## config.mk

```make
export PLATFORM = sky130hd
export DESIGN_NAME = fifo_write_arbiter
export DESIGN_NICKNAME = d
export VERILOG_FILES = /design/src/rtl/fifo_write_arbiter.sv
export SDC_FILE = /design/constraint.sdc
export NUM_CORES = 1
export LEC_CHECK = 0
export ABC_AREA = 1
export BUFFER_PORTS_ARGS = -buffer_cell sky130_fd_sc_hd__buf_2
export CAP_MARGIN = 0
export CELL_PAD_IN_SITES_DETAIL_PLACEMENT = 1
export CELL_PAD_IN_SITES_GLOBAL_PLACEMENT = 1
export CORE_MARGIN = 4
export CORE_UTILIZATION = 31
export DETAILED_ROUTE_END_ITERATION = 12
export PLACE_DENSITY_LB_ADDON = 0.3
export SLEW_MARGIN = 30
export SYNTH_ARGS = -nofsm -noshare
export SYNTH_HDL_FRONTEND = slang
export SYNTH_SLANG_ARGS = --single-unit
```

## constraint.sdc

```tcl
create_clock -name clk -period 1.8 [get_ports clk]
set_input_delay 0.27 -clock clk [delete_from_list [all_inputs] [get_ports clk]]
set_output_delay 0.27 -clock clk [all_outputs]
set_load 0.01 [all_outputs]
```

## src/rtl/fifo_write_arbiter.sv

```systemverilog
// fifo_write_arbiter: shares the single write port of a synchronous FIFO
// between NUM_REQ valid/ready producers. Round-robin selection, grants held
// for up to MAX_BURST beats, one IDLE bubble between grants, and no write is
// issued while fifo_full is high.
// Optional build macro FIFO_ARB_STRICT_PRIO_EN: when defined, IDLE selection
// is fixed priority (lowest index wins) instead of round-robin.
module fifo_write_arbiter #(
  parameter int WIDTH     = 4,
  parameter int NUM_REQ   = 4,
  parameter int MAX_BURST = 4,
  localparam int ID_W     = ($clog2(NUM_REQ) > 1) ? $clog2(NUM_REQ) : 1
) (
  input  logic                     clk,
  input  logic                     rst_n,
  input  logic [NUM_REQ-1:0]       req_valid,
  input  logic [NUM_REQ*WIDTH-1:0] req_data,
  output logic [NUM_REQ-1:0]       req_ready,
  input  logic                     fifo_full,
  output logic                     fifo_write,
  output logic [WIDTH-1:0]         fifo_data_in,
  output logic [ID_W-1:0]          grant_id,
  output logic                     busy
);

  localparam int CNT_W = $clog2(MAX_BURST) + 1;
  localparam logic [CNT_W-1:0] LAST_BEAT = CNT_W'(MAX_BURST - 1);

  typedef enum logic {IDLE, GRANT} state_t;

  state_t           state, state_nxt;
  logic [ID_W-1:0]  last_grant, grant_nxt, last_nxt, pick;
  logic [CNT_W-1:0] beat_cnt, cnt_nxt;
  logic             transfer;

  // Choose the next grantee among the active requesters.
`ifdef FIFO_ARB_STRICT_PRIO_EN
  function automatic logic [ID_W-1:0] select(input logic [NUM_REQ-1:0] valid);
    logic [ID_W-1:0] idx;
    idx = '0;
    for (int i = NUM_REQ - 1; i >= 0; i--) begin
      if (valid[i]) idx = ID_W'(i);
    end
    return idx;
  endfunction
`else
  function automatic logic [ID_W-1:0] select(input logic [NUM_REQ-1:0] valid,
                                            input logic [ID_W-1:0]    last);
    logic [ID_W-1:0] idx;
    logic            found;
    int              i;
    idx   = '0;
    found = 1'b0;
    // Search upward from the port after the last grantee, wrapping to 0.
    for (int k = 1; k <= NUM_REQ; k++) begin
      i = (int'(last) + k) % NUM_REQ;
      if (!found && valid[i]) begin
        idx   = ID_W'(i);
        found = 1'b1;
      end
    end
    return idx;
  endfunction
`endif

  // State, grant and beat counter registers; reset aborts any burst.
  always_ff @(posedge clk or negedge rst_n) begin
    if (!rst_n) begin
      state      <= IDLE;
      grant_id   <= '0;
      last_grant <= ID_W'(NUM_REQ - 1);
      beat_cnt   <= '0;
    end else begin
      state      <= state_nxt;
      grant_id   <= grant_nxt;
      last_grant <= last_nxt;
      beat_cnt   <= cnt_nxt;
    end
  end

  // Next-state logic plus the combinational handshake and FIFO write path.
  always_comb begin
    state_nxt    = state;
    grant_nxt    = grant_id;
    last_nxt     = last_grant;
    cnt_nxt      = beat_cnt;
    req_ready    = '0;
    fifo_write   = 1'b0;
    fifo_data_in = '0;
    busy         = 1'b0;
    transfer     = 1'b0;
`ifdef FIFO_ARB_STRICT_PRIO_EN
    pick         = select(req_valid);
`else
    pick         = select(req_valid, last_grant);
`endif
    case (state)
      IDLE: begin
        if (|req_valid) begin
          grant_nxt = pick;
          last_nxt  = pick;
          cnt_nxt   = '0;
          state_nxt = GRANT;
        end
      end
      GRANT: begin
        busy                = 1'b1;
        req_ready[grant_id] = ~fifo_full;
        transfer            = req_valid[grant_id] & ~fifo_full;
        fifo_write          = transfer;
        fifo_data_in        = req_data[int'(grant_id)*WIDTH +: WIDTH];
        if (transfer) begin
          cnt_nxt = beat_cnt + CNT_W'(1);
          if (beat_cnt == LAST_BEAT) state_nxt = IDLE;
        end else if (!req_valid[grant_id]) begin
          // Producer went quiet: release the port early.
          state_nxt = IDLE;
        end
      end
      default: state_nxt = IDLE;
    endcase
  end

endmodule
```

==> results of run 1 <==
## critical path, delay by kind of cell, from the launching register on
| family | cells | cell delay, ns |
|---|---|---|
| DFF | 1 | 0.45 |
| buffers and inverters | 4 | 0.38 |
| AOI/OAI and AO/OA | 1 | 0.08 |
| and+or+nand+nor | 3 | 0.27 |
## registers in the layout (all words and copies together) (netlist names)
name / count
beat_cnt: 3
last_grant: 2
state: 1
grant_id: 2
## power by group through the flow
stage,sequential [mW],clock [mW],combinational [mW]
global placement,0.429,0,1.28
CTS,0.443,0.164,1.36
floorplan,0.371,0,1.05
finish,0.454,0.159,1.39
detailed placement,0.441,0,1.35
global route,0.478,0.174,1.57
## final cells by class
| cell class | instances | share of cell area, % |
|---|---|---|
| timing repair buffer | 39 | 18.71 |
| inverter | 20 | 7.350 |
| multi-input combinational | 105 | 50.00 |
| clock buffer | 4 | 2.339 |
| tap | 30 | 3.341 |
| sequential | 8 | 18.26 |
## metal layers
layer	routed length, µm	part of all wire (%)	vias to the layer above	GRT usage (%)
li1	-	-	510	-
met1	1236	46	448	20.49
met2	1289	48	30	28.24
met3	134	5.0	4	2.128
met4	43	1.6	0	8.359
met5	0	0	-	0
## how the worst max path moves through the flow
stage / start / to / slack, ns / cells after the start
CTS: grant_id[0]$_DFFE_PN0P_ / fifo_write / 0.01 / 7
floorplan: state$_DFF_PN0_ / req_ready[0] / 0.42 / 4
global route: grant_id[1]$_DFFE_PN0P_ / fifo_write / -0.03 / 6
detailed placement: last_grant[0]$_DFFE_PN1P_ / grant_id[1]$_DFFE_PN0P_ / 0.23 / 9
global placement: grant_id[1]$_DFFE_PN0P_ / fifo_write / 0.29 / 6
finish: grant_id[0]$_DFFE_PN0P_ / fifo_write / 0.09 / 8
## cell families (layout without fill, tap and decap cells)
group           after synthesis  after routing  synth area share, %
flops                         8              8                23.58
compound gates               15             15                12.37
simple gates                 88             88                48.91
fa+ha+maj                     2              2                2.911
buf+inv                      22             63                12.23
## repair_timing
item	in CTS	in global routing
endpoints found under the setup margin	1	5
buffers inserted	0	3
resized for setup	1	5
hold buffers	1	0
hold endpoints to repair	6	0
pin swaps	0	1
## metrics by stage
stage / area (µm²) / TNS (ns) / util, % / setup slack, ns
final: 1124 / 0 / 43.76 / 0.08645
after global placement: 1052 / 0 / 40.98 / 0.2887
after detailed placement: 1052 / 0 / 40.98 / 0.2259
after floorplan: 859.6 / 0 / - / 0.4173
after global routing: 1124 / -0.03207 / 43.76 / -0.03207
after CTS: 1091 / 0 / 42.50 / 0.01226
## layout by cell type (no fill, tap or decap)
cell	netlist	final
a21boi_1	1	1
a21oi_1	1	1
a22oi_1	4	4
a31oi_1	4	4
buf_2	0	34
buf_4	0	4
clkbuf_1	0	1
clkbuf_4	0	3
clkinv_1	2	2
dfrtp_1	6	4
dfrtp_2	0	2
dfstp_2	2	2
dlygate4sd3_1	0	1
ha_1	2	2
inv_1	14	13
inv_2	3	4
inv_8	1	1
nand2_1	46	45
nand2_2	13	14
nand2_4	4	4
nand3_1	12	12
nand4_1	1	1
nor2_1	7	6
nor2_2	3	3
nor2_4	0	1
nor3_1	2	2
o2111ai_2	1	1
o21ai_1	3	3
o21ai_2	1	1
==> flow_metrics.env, run 1 <==
export IMPL_cp_max_fo=6
export IMPL_min_period_ns=1.714
export IMPL_cp_required_ns=1.53
export IMPL_p_comb_share_pct=69.4
export IMPL_total_power_mw=2.004
export IMPL_io_buffers=34
export IMPL_grt_max_degree=11
export IMPL_async_reset_ff_share_pct=100.0
export IMPL_yosys_top_cells_count="nand2_1 (46), inv_1 (14), nand2_2 (13)"
export IMPL_min_path_type="input pin to flip-flop"
export IMPL_ys_warn_count=0
export IMPL_routedWlPerCell_um=13.12
export IMPL_synth_area_leaders="nand2_1 (20%), dfrtp_1 (17%), nand2_2 (9.5%)"
export IMPL_end_kind="primary output"
export IMPL_regArea_um2=205.2
export IMPL_r2r_start="last_grant[0]$_DFFE_PN1P_"
export IMPL_holdWs_ns=0.3257
export IMPL_ys_types=23
export IMPL_p_seq_share_pct=22.7
export IMPL_hold_end="state$_DFF_PN0_"
export IMPL_cts_htree_levels=1
export IMPL_worstRegToRegCells=10
export IMPL_p_clk_share_pct=7.9
export IMPL_wl_mm=2.703
export IMPL_drc=0
export IMPL_root_buffer="clkbuf_4"
export IMPL_grt_usage_pct=16.61
export IMPL_rows=18
export IMPL_initial_core_util_pct=33.48
export IMPL_maxCapViolations=0
export IMPL_p_sw_mw=1.102
export IMPL_synth_cells=135
export IMPL_dr_total_vias=992
export IMPL_clk_pin_slew_ns=0.07
export IMPL_critPathArrivalTime_ns=1.44
export IMPL_drt_iter0_drc=17
export IMPL_stdcell_count=206
export IMPL_cellLeakagePower_nw=0.6368
export IMPL_clock_latency_ns=0.26
export IMPL_io_pins=35
export IMPL_netlist_area_um2=859.6
export IMPL_cts_tree="yes"
export IMPL_worstSetupPathType="flip-flop to primary output"
export IMPL_setup_viol=0
export IMPL_viasPerCell=4.816
export IMPL_grt_pass1_wl_mm=4.609
export IMPL_area_delta_synth_final_pct=30.71
export IMPL_slowest_stage="dfrtp_2"
export IMPL_dieArea_um2=3679
export IMPL_clock_path_buffers=2
export IMPL_path_cells="inv_2, nand2_2, inv_2, nand2_1, o2111ai_2, nand2_2, inv_1, buf_2"
export IMPL_fillers=369
export IMPL_die_height_um=60.66
export IMPL_slowest_delay_ns=0.45
export IMPL_postSynthAreaPerCell_um2=6.367
export IMPL_swShare_pct=55.00
export IMPL_cts_buffers=3
export IMPL_max_freq_ghz=0.5836
export IMPL_internal_power_mw=0.9016
export IMPL_dp_cells=198
export IMPL_fin_nets=202
export IMPL_worstHoldStart="fifo_full"
export IMPL_slew_viol_final=0
export IMPL_hpwlAfterDp_mm=2.166
export IMPL_ant_nets=0
export IMPL_r2r_setup_slack_ns=0.22
export IMPL_finalHoldViolations=0
export IMPL_diodes=0
export IMPL_ir_worst_vdd_uv=726.2
export IMPL_holdPathStages=3
export IMPL_worstMarginPinSlew_ns=0.4436
export IMPL_cts_sinks=8
export IMPL_yosysSeqAreaShare_pct=23.58
export IMPL_die_x_um=60.66
export IMPL_start_kind="flip-flop"
export IMPL_ys_ff_latch=8
export IMPL_rsz0062_at_grt="true"
export IMPL_synth_main_ff_cell="dfrtp_1"
export IMPL_grt_overflow_total=0
export IMPL_grt_pass1_vias=1075
export IMPL_powerDensity_nw_per_um2=1783
export IMPL_drtPass1Iterations=3
export IMPL_multiInputGateArea_um2=561.8
export IMPL_core_region_area_um2=2567
export IMPL_slew_headroom_pct=70.42
export IMPL_place_congestion=0.7865
export IMPL_status="completed"
export IMPL_synth_nets=160
export IMPL_synth_top_area_share_pct=20.09
export IMPL_drive_gt1_share_pct=42.05
export IMPL_finalCritPeriodShare_pct=95.20
export IMPL_yosys_area_top_type="nand2_1"
export IMPL_synth_most_common_cell="nand2_1"
export IMPL_synth_edf_count=0
export IMPL_grt_antenna_before_repair=0
export IMPL_r2r_end="grant_id[1]$_DFFE_PN0P_"
export IMPL_fin_worst_skew_ns=0.004369
Note: power is estimated with default switching activity, not from simulation.
==> inputs of run 2 (changes only) <==
Settings changed: CELL_PAD_IN_SITES_DETAIL_PLACEMENT 1 to 0, SLEW_MARGIN 30 to 10.
==> flow_metrics.env, run 2 (same netlist as run 1, synthesis figures left out) <==
export IMPL_status="completed"
export IMPL_diodes=0
export IMPL_finalCritPeriodShare_pct=94.36
export IMPL_core_region_area_um2=2567
export IMPL_area_delta_synth_final_pct=32.75
export IMPL_p_comb_share_pct=69.2
export IMPL_wl_mm=2.303
export IMPL_cp_max_fo=6
export IMPL_dieArea_um2=3679
export IMPL_io_pins=35
export IMPL_total_power_mw=1.980
export IMPL_met3WireLength_um=135
export IMPL_cts_sinks=8
export IMPL_slowest_delay_ns=0.46
export IMPL_final_core_util_pct=44.44
export IMPL_drt_iter0_drc=17
export IMPL_holdWs_ns=0.3148
export IMPL_die_height_um=60.66
export IMPL_ir_worst_vdd_uv=652.8
export IMPL_fin_worst_skew_ns=0.0005900
export IMPL_grt_pass1_wl_mm=3.843
export IMPL_clock_path_buffers=2
export IMPL_drive_gt1_share_pct=41.57
export IMPL_largest_reg_flops=3
export IMPL_layout_commonest_cell="nand2_1"
export IMPL_largest_register="beat_cnt"
export IMPL_rows=18
export IMPL_cp_required_ns=1.53
export IMPL_place_congestion=0.7865
export IMPL_path_buf_inv=4
export IMPL_swShare_pct=53.28
export IMPL_worstMarginPinSlew_ns=0.4306
export IMPL_internal_power_mw=0.9251
export IMPL_finalHoldViolations=0
export IMPL_fin_nets=204
export IMPL_min_period_ns=1.699
export IMPL_maxCapViolations=0
export IMPL_slowest_stage="dfrtp_2"
export IMPL_root_buffer="clkbuf_4"
export IMPL_grt_pass1_vias=931
export IMPL_wl_met1_mm=1.073
export IMPL_worstSetupPathType="flip-flop to primary output"
export IMPL_stdcell_count=208
export IMPL_grt_usage_pct=13.69
export IMPL_drtPass1Iterations=4
export IMPL_die_x_um=60.66
export IMPL_setup_viol=0
export IMPL_end_kind="primary output"
export IMPL_dp_cells=198
export IMPL_clock_latency_ns=0.26
export IMPL_slew_viol_final=0
export IMPL_routedWlPerCell_um=11.07
export IMPL_grt_overflow_total=0
export IMPL_cts_htree_levels=1
export IMPL_met2_length_mm=1.094
export IMPL_p_clk_share_pct=8.0
export IMPL_critPathArrivalTime_ns=1.43
export IMPL_hpwlAfterDp_mm=1.827
export IMPL_r2r_setup_slack_ns=0.26
export IMPL_path_cells="inv_2, nand2_1, inv_2, nand2_1, o2111ai_2, nand2_2, inv_1, buf_2"
export IMPL_grt_max_degree=11
export IMPL_max_freq_ghz=0.5887
export IMPL_viasPerCell=4.654
export IMPL_initial_core_util_pct=33.48
export IMPL_p_sw_mw=1.055
export IMPL_dr_total_vias=968
export IMPL_drc=0
export IMPL_mostFrequentLayoutCells="nand2_1 (46), buf_2 (34), inv_1 (14)"
export IMPL_clk_pin_slew_ns=0.06
export IMPL_cellLeakagePower_nw=0.6488
export IMPL_cts_buffers=3
export IMPL_powerDensity_nw_per_um2=1735
export IMPL_p_seq_share_pct=22.8
export IMPL_slew_headroom_pct=71.29
export IMPL_start_kind="flip-flop"
export IMPL_min_path_type="input pin to flip-flop"
export IMPL_cts_tree="yes"
export IMPL_io_buffers=34
export IMPL_path_delay_family="flip-flops"
export IMPL_ant_nets=0
export IMPL_topRoutingLayerUsed="met3"
export IMPL_largestRegisters="beat_cnt: 3 flops, grant_id: 2 flops, last_grant: 2 flops"
export IMPL_grt_antenna_before_repair=0
-- run 2: changes by cell type in the layout (fill, tap and decap cells not counted), sizes merged --
cell and change:
buf +2
-- run 2: repair_timing --
action,CTS,global route
endpoints found under the hold margin,6,0
buffers inserted,0,5
resized for setup,1,4
hold buffers,1,0
endpoints found under the setup margin,1,5
pin swaps,0,1
-- run 2: routing by layer --
layer  GRT usage [%]  vias to the layer above
met2           22.90                       32
met5               0                        -
met1           17.40                      417
met3           2.340                        0
met4           5.573                        0
li1                -                      519
-- run 2: power by group through the flow --
| stage | Combinational (mW) | Sequential (mW) | Clock (mW) |
|---|---|---|---|
| final | 1.37 | 0.452 | 0.159 |
| after CTS | 1.31 | 0.435 | 0.163 |
| after floorplan | 1.05 | 0.371 | 0 |
| after detailed placement | 1.30 | 0.432 | 0 |
| after global routing | 1.56 | 0.474 | 0.173 |
| after global placement | 1.28 | 0.429 | 0 |
-- run 2: final timing paths --
kind                                                start  cells past startpoint                   endpoint
min in group asynchronous                           rst_n                      2    beat_cnt[0]$_DFFE_PN0P_
worst min-delay path                            fifo_full                      3            state$_DFF_PN0_
max in group asynchronous                           rst_n                      2  last_grant[0]$_DFFE_PN1P_
worst max-delay path              grant_id[0]$_DFFE_PN0P_                      8                 fifo_write
worst min register to register    beat_cnt[0]$_DFFE_PN0P_                      1    beat_cnt[0]$_DFFE_PN0P_
worst max register to register  last_grant[0]$_DFFE_PN1P_                     10    grant_id[1]$_DFFE_PN0P_
-- run 2: worst reg2reg max path, stage by stage (launching register included) --
cell and delay, ns:
dfstp_2 0.68, inv_8 0.09, nand2_4 0.06, nand2_2 0.06, nand2_2 0.08, a21boi_1 0.15, nand2_1 0.07, clkinv_1 0.04
nand2_1 0.04, nand2_1 0.08, nand2_1 0.06
-- run 2: through the flow --
step                area, µm²  setup slack (ns)   TNS (ns)
finish                   1141            0.1015          0
global route             1141         -0.001449  -0.001449
CTS                      1091           0.01197          0
detailed placement       1052            0.2564          0
global placement         1052            0.2887          0
floorplan               859.6            0.4173          0
-- run 2: final cells by class --
| class | count | area [µm²] |
|---|---|---|
| timing repair buffer | 41 | 225.2 |
| fill | 275 | 1426 |
| multi-input combinational | 105 | 564.3 |
| sequential | 8 | 205.2 |
| tap | 30 | 37.54 |
| inverter | 20 | 82.58 |
| clock buffer | 4 | 26.28 |
==> inputs of run 3 (changes only) <==
Settings changed: CTS_BUF_LIST from default to sky130_fd_sc_hd__clkbuf_4 sky130_fd_sc_hd__clkbuf_8 sky130_fd_sc_hd__clkbuf_16.
==> flow_metrics.env, run 3 (same netlist as run 1, synthesis figures left out) <==
export IMPL_status="completed"
export IMPL_finalCritPeriodShare_pct=93.49
export IMPL_r2r_setup_slack_ns=0.26
export IMPL_largest_register="beat_cnt"
export IMPL_drive_gt1_share_pct=42.70
export IMPL_clock_latency_ns=0.26
export IMPL_start_kind="flip-flop"
export IMPL_grt_pass1_wl_mm=3.857
export IMPL_hpwlAfterDp_mm=1.827
export IMPL_maxCapViolations=0
export IMPL_wl_met1_mm=1.070
export IMPL_initial_core_util_pct=33.48
export IMPL_drt_iter0_drc=16
export IMPL_place_congestion=0.7865
export IMPL_drtPass1Iterations=4
export IMPL_slew_headroom_pct=71.01
export IMPL_dieArea_um2=3679
export IMPL_worstMarginPinSlew_ns=0.4347
export IMPL_min_period_ns=1.683
export IMPL_slowest_delay_ns=0.46
export IMPL_grt_max_degree=11
export IMPL_hold_end="state$_DFF_PN0_"
export IMPL_io_pins=35
export IMPL_layout_commonest_cell="nand2_1"
export IMPL_rsz0062_at_grt="false"
export IMPL_cp_required_ns=1.53
export IMPL_stdcell_count=208
export IMPL_die_x_um=60.66
export IMPL_viasPerCell=4.654
export IMPL_slew_viol_final=0
export IMPL_max_freq_ghz=0.5942
export IMPL_drc=0
export IMPL_end_kind="primary output"
export IMPL_worstRegToRegCells=10
export IMPL_cp_max_fo=6
export IMPL_grt_antenna_before_repair=0
export IMPL_worstHoldStart="fifo_full"
export IMPL_largestRegisters="beat_cnt: 3 flops, grant_id: 2 flops, last_grant: 2 flops"
export IMPL_grt_pass1_vias=933
export IMPL_root_buffer="clkbuf_4"
export IMPL_dr_total_vias=968
export IMPL_finalHoldViolations=0
export IMPL_diodes=0
export IMPL_fin_nets=204
export IMPL_clock_path_buffers=2
export IMPL_slowest_stage="dfrtp_2"
export IMPL_rows=18
export IMPL_cts_buffers=3
export IMPL_cts_htree_levels=1
export IMPL_r2r_end="grant_id[1]$_DFFE_PN0P_"
export IMPL_powerDensity_nw_per_um2=1743
export IMPL_met3WireLength_um=133
export IMPL_grt_usage_pct=13.82
export IMPL_wl_mm=2.306
export IMPL_holdPathStages=3
export IMPL_finalSetupTns_ns=0
export IMPL_dp_cells=198
export IMPL_r2r_start="last_grant[0]$_DFFE_PN1P_"
export IMPL_critPathArrivalTime_ns=1.41
export IMPL_fin_worst_skew_ns=0.0009795
export IMPL_io_buffers=34
export IMPL_worstSetupPathType="flip-flop to primary output"
export IMPL_cellLeakagePower_nw=0.6526
export IMPL_clk_pin_slew_ns=0.06
export IMPL_largest_reg_flops=3
export IMPL_topRoutingLayerUsed="met3"
export IMPL_ant_nets=0
export IMPL_die_height_um=60.66
export IMPL_fillers=277
export IMPL_setup_viol=0
export IMPL_met2_length_mm=1.101
export IMPL_ir_worst_vdd_uv=691.0
export IMPL_area_delta_synth_final_pct=33.48
export IMPL_cts_sinks=8
export IMPL_grt_overflow_total=0
export IMPL_routedWlPerCell_um=11.09
export IMPL_cts_tree="yes"
export IMPL_min_path_type="input pin to flip-flop"
export IMPL_mostFrequentLayoutCells="nand2_1 (45), buf_2 (34), nand2_2 (14), inv_1 (14), nand3_1 (12)"
export IMPL_path_cells="inv_2, nand2_2, inv_2, nand2_1, o2111ai_2, nand2_2, inv_1, buf_2"
export IMPL_core_region_area_um2=2567
[run 3: changes by cell type in the layout (fill, tap and decap cells not counted)]
cell	delta
nand2_1	-1
clkbuf_4	+1
nand2_2	+1
clkbuf_1	-1
[run 3: layer usage]
metal | global-route usage, % | up-vias
li1 | - | 518
met1 | 17.40 | 418
met2 | 22.90 | 32
met3 | 2.979 | 0
met4 | 5.573 | 0
met5 | 0 | -
[run 3: worst max path at each step]
stage,startpoint,to,depth (start not counted)
after global placement,grant_id[1]$_DFFE_PN0P_,fifo_write,6
after floorplan,state$_DFF_PN0_,req_ready[0],4
after CTS,grant_id[0]$_DFFE_PN0P_,fifo_write,7
final,grant_id[0]$_DFFE_PN0P_,fifo_write,8
after global routing,grant_id[0]$_DFFE_PN0P_,fifo_write,8
after detailed placement,grant_id[1]$_DFFE_PN0P_,fifo_write,6
[run 3: what timing repair did]
item                                    CTS  global route
pin swaps                                 0             1
endpoints found under the setup margin    1             5
setup buffers                             0             5
resized for setup                         1             5
endpoints found under the hold margin     6             0
hold buffers                              1             0
[run 3: stage by stage]
step / power [mW] / util [%] / cell area (µm²) / hold slack [ns] / worst slack (ns)
3_3_place_gp: 1.711 / 40.98 / 1052 / 0.1203 / 0.2887
6_report: 2.000 / 44.69 / 1147 / 0.3167 / 0.1172
2_1_floorplan: 1.424 / - / 859.6 / -0.02559 / 0.4173
4_1_cts: 1.928 / 42.64 / 1095 / 0.3097 / 0.01036
3_5_place_dp: 1.735 / 40.98 / 1052 / 0.1264 / 0.2564
5_1_grt: 2.238 / 44.69 / 1147 / 0.3513 / 0.003568
[run 3: critical path, delay by kind of cell, from the launching register on]
kind	cells	cell delay, ns
buffers and inverters	4	0.39
AO/OA/AOI/OAI	1	0.08
AND/OR/NAND/NOR	3	0.23
flip-flops	1	0.46
[run 3: area by class of cell]
| type | instances | area, µm² | share of cell area [%] |
|---|---|---|---|
| clock buffers | 4 | 30.03 | 2.617 |
| inverters | 20 | 82.58 | 7.197 |
| multi-input cells | 105 | 566.8 | 49.40 |
| flip-flops and latches | 8 | 205.2 | 17.88 |
| well taps | 30 | 37.54 | 3.272 |
| repair buffers | 41 | 225.2 | 19.63 |
[run 3: report_power, final]
group          switching (mW)  internal, mW  leakage (nW)
Clock                  0.0719         0.101        0.0184
Sequential              0.159         0.294        0.0950
Combinational           0.826         0.548         0.539
Total                    1.06         0.942         0.653
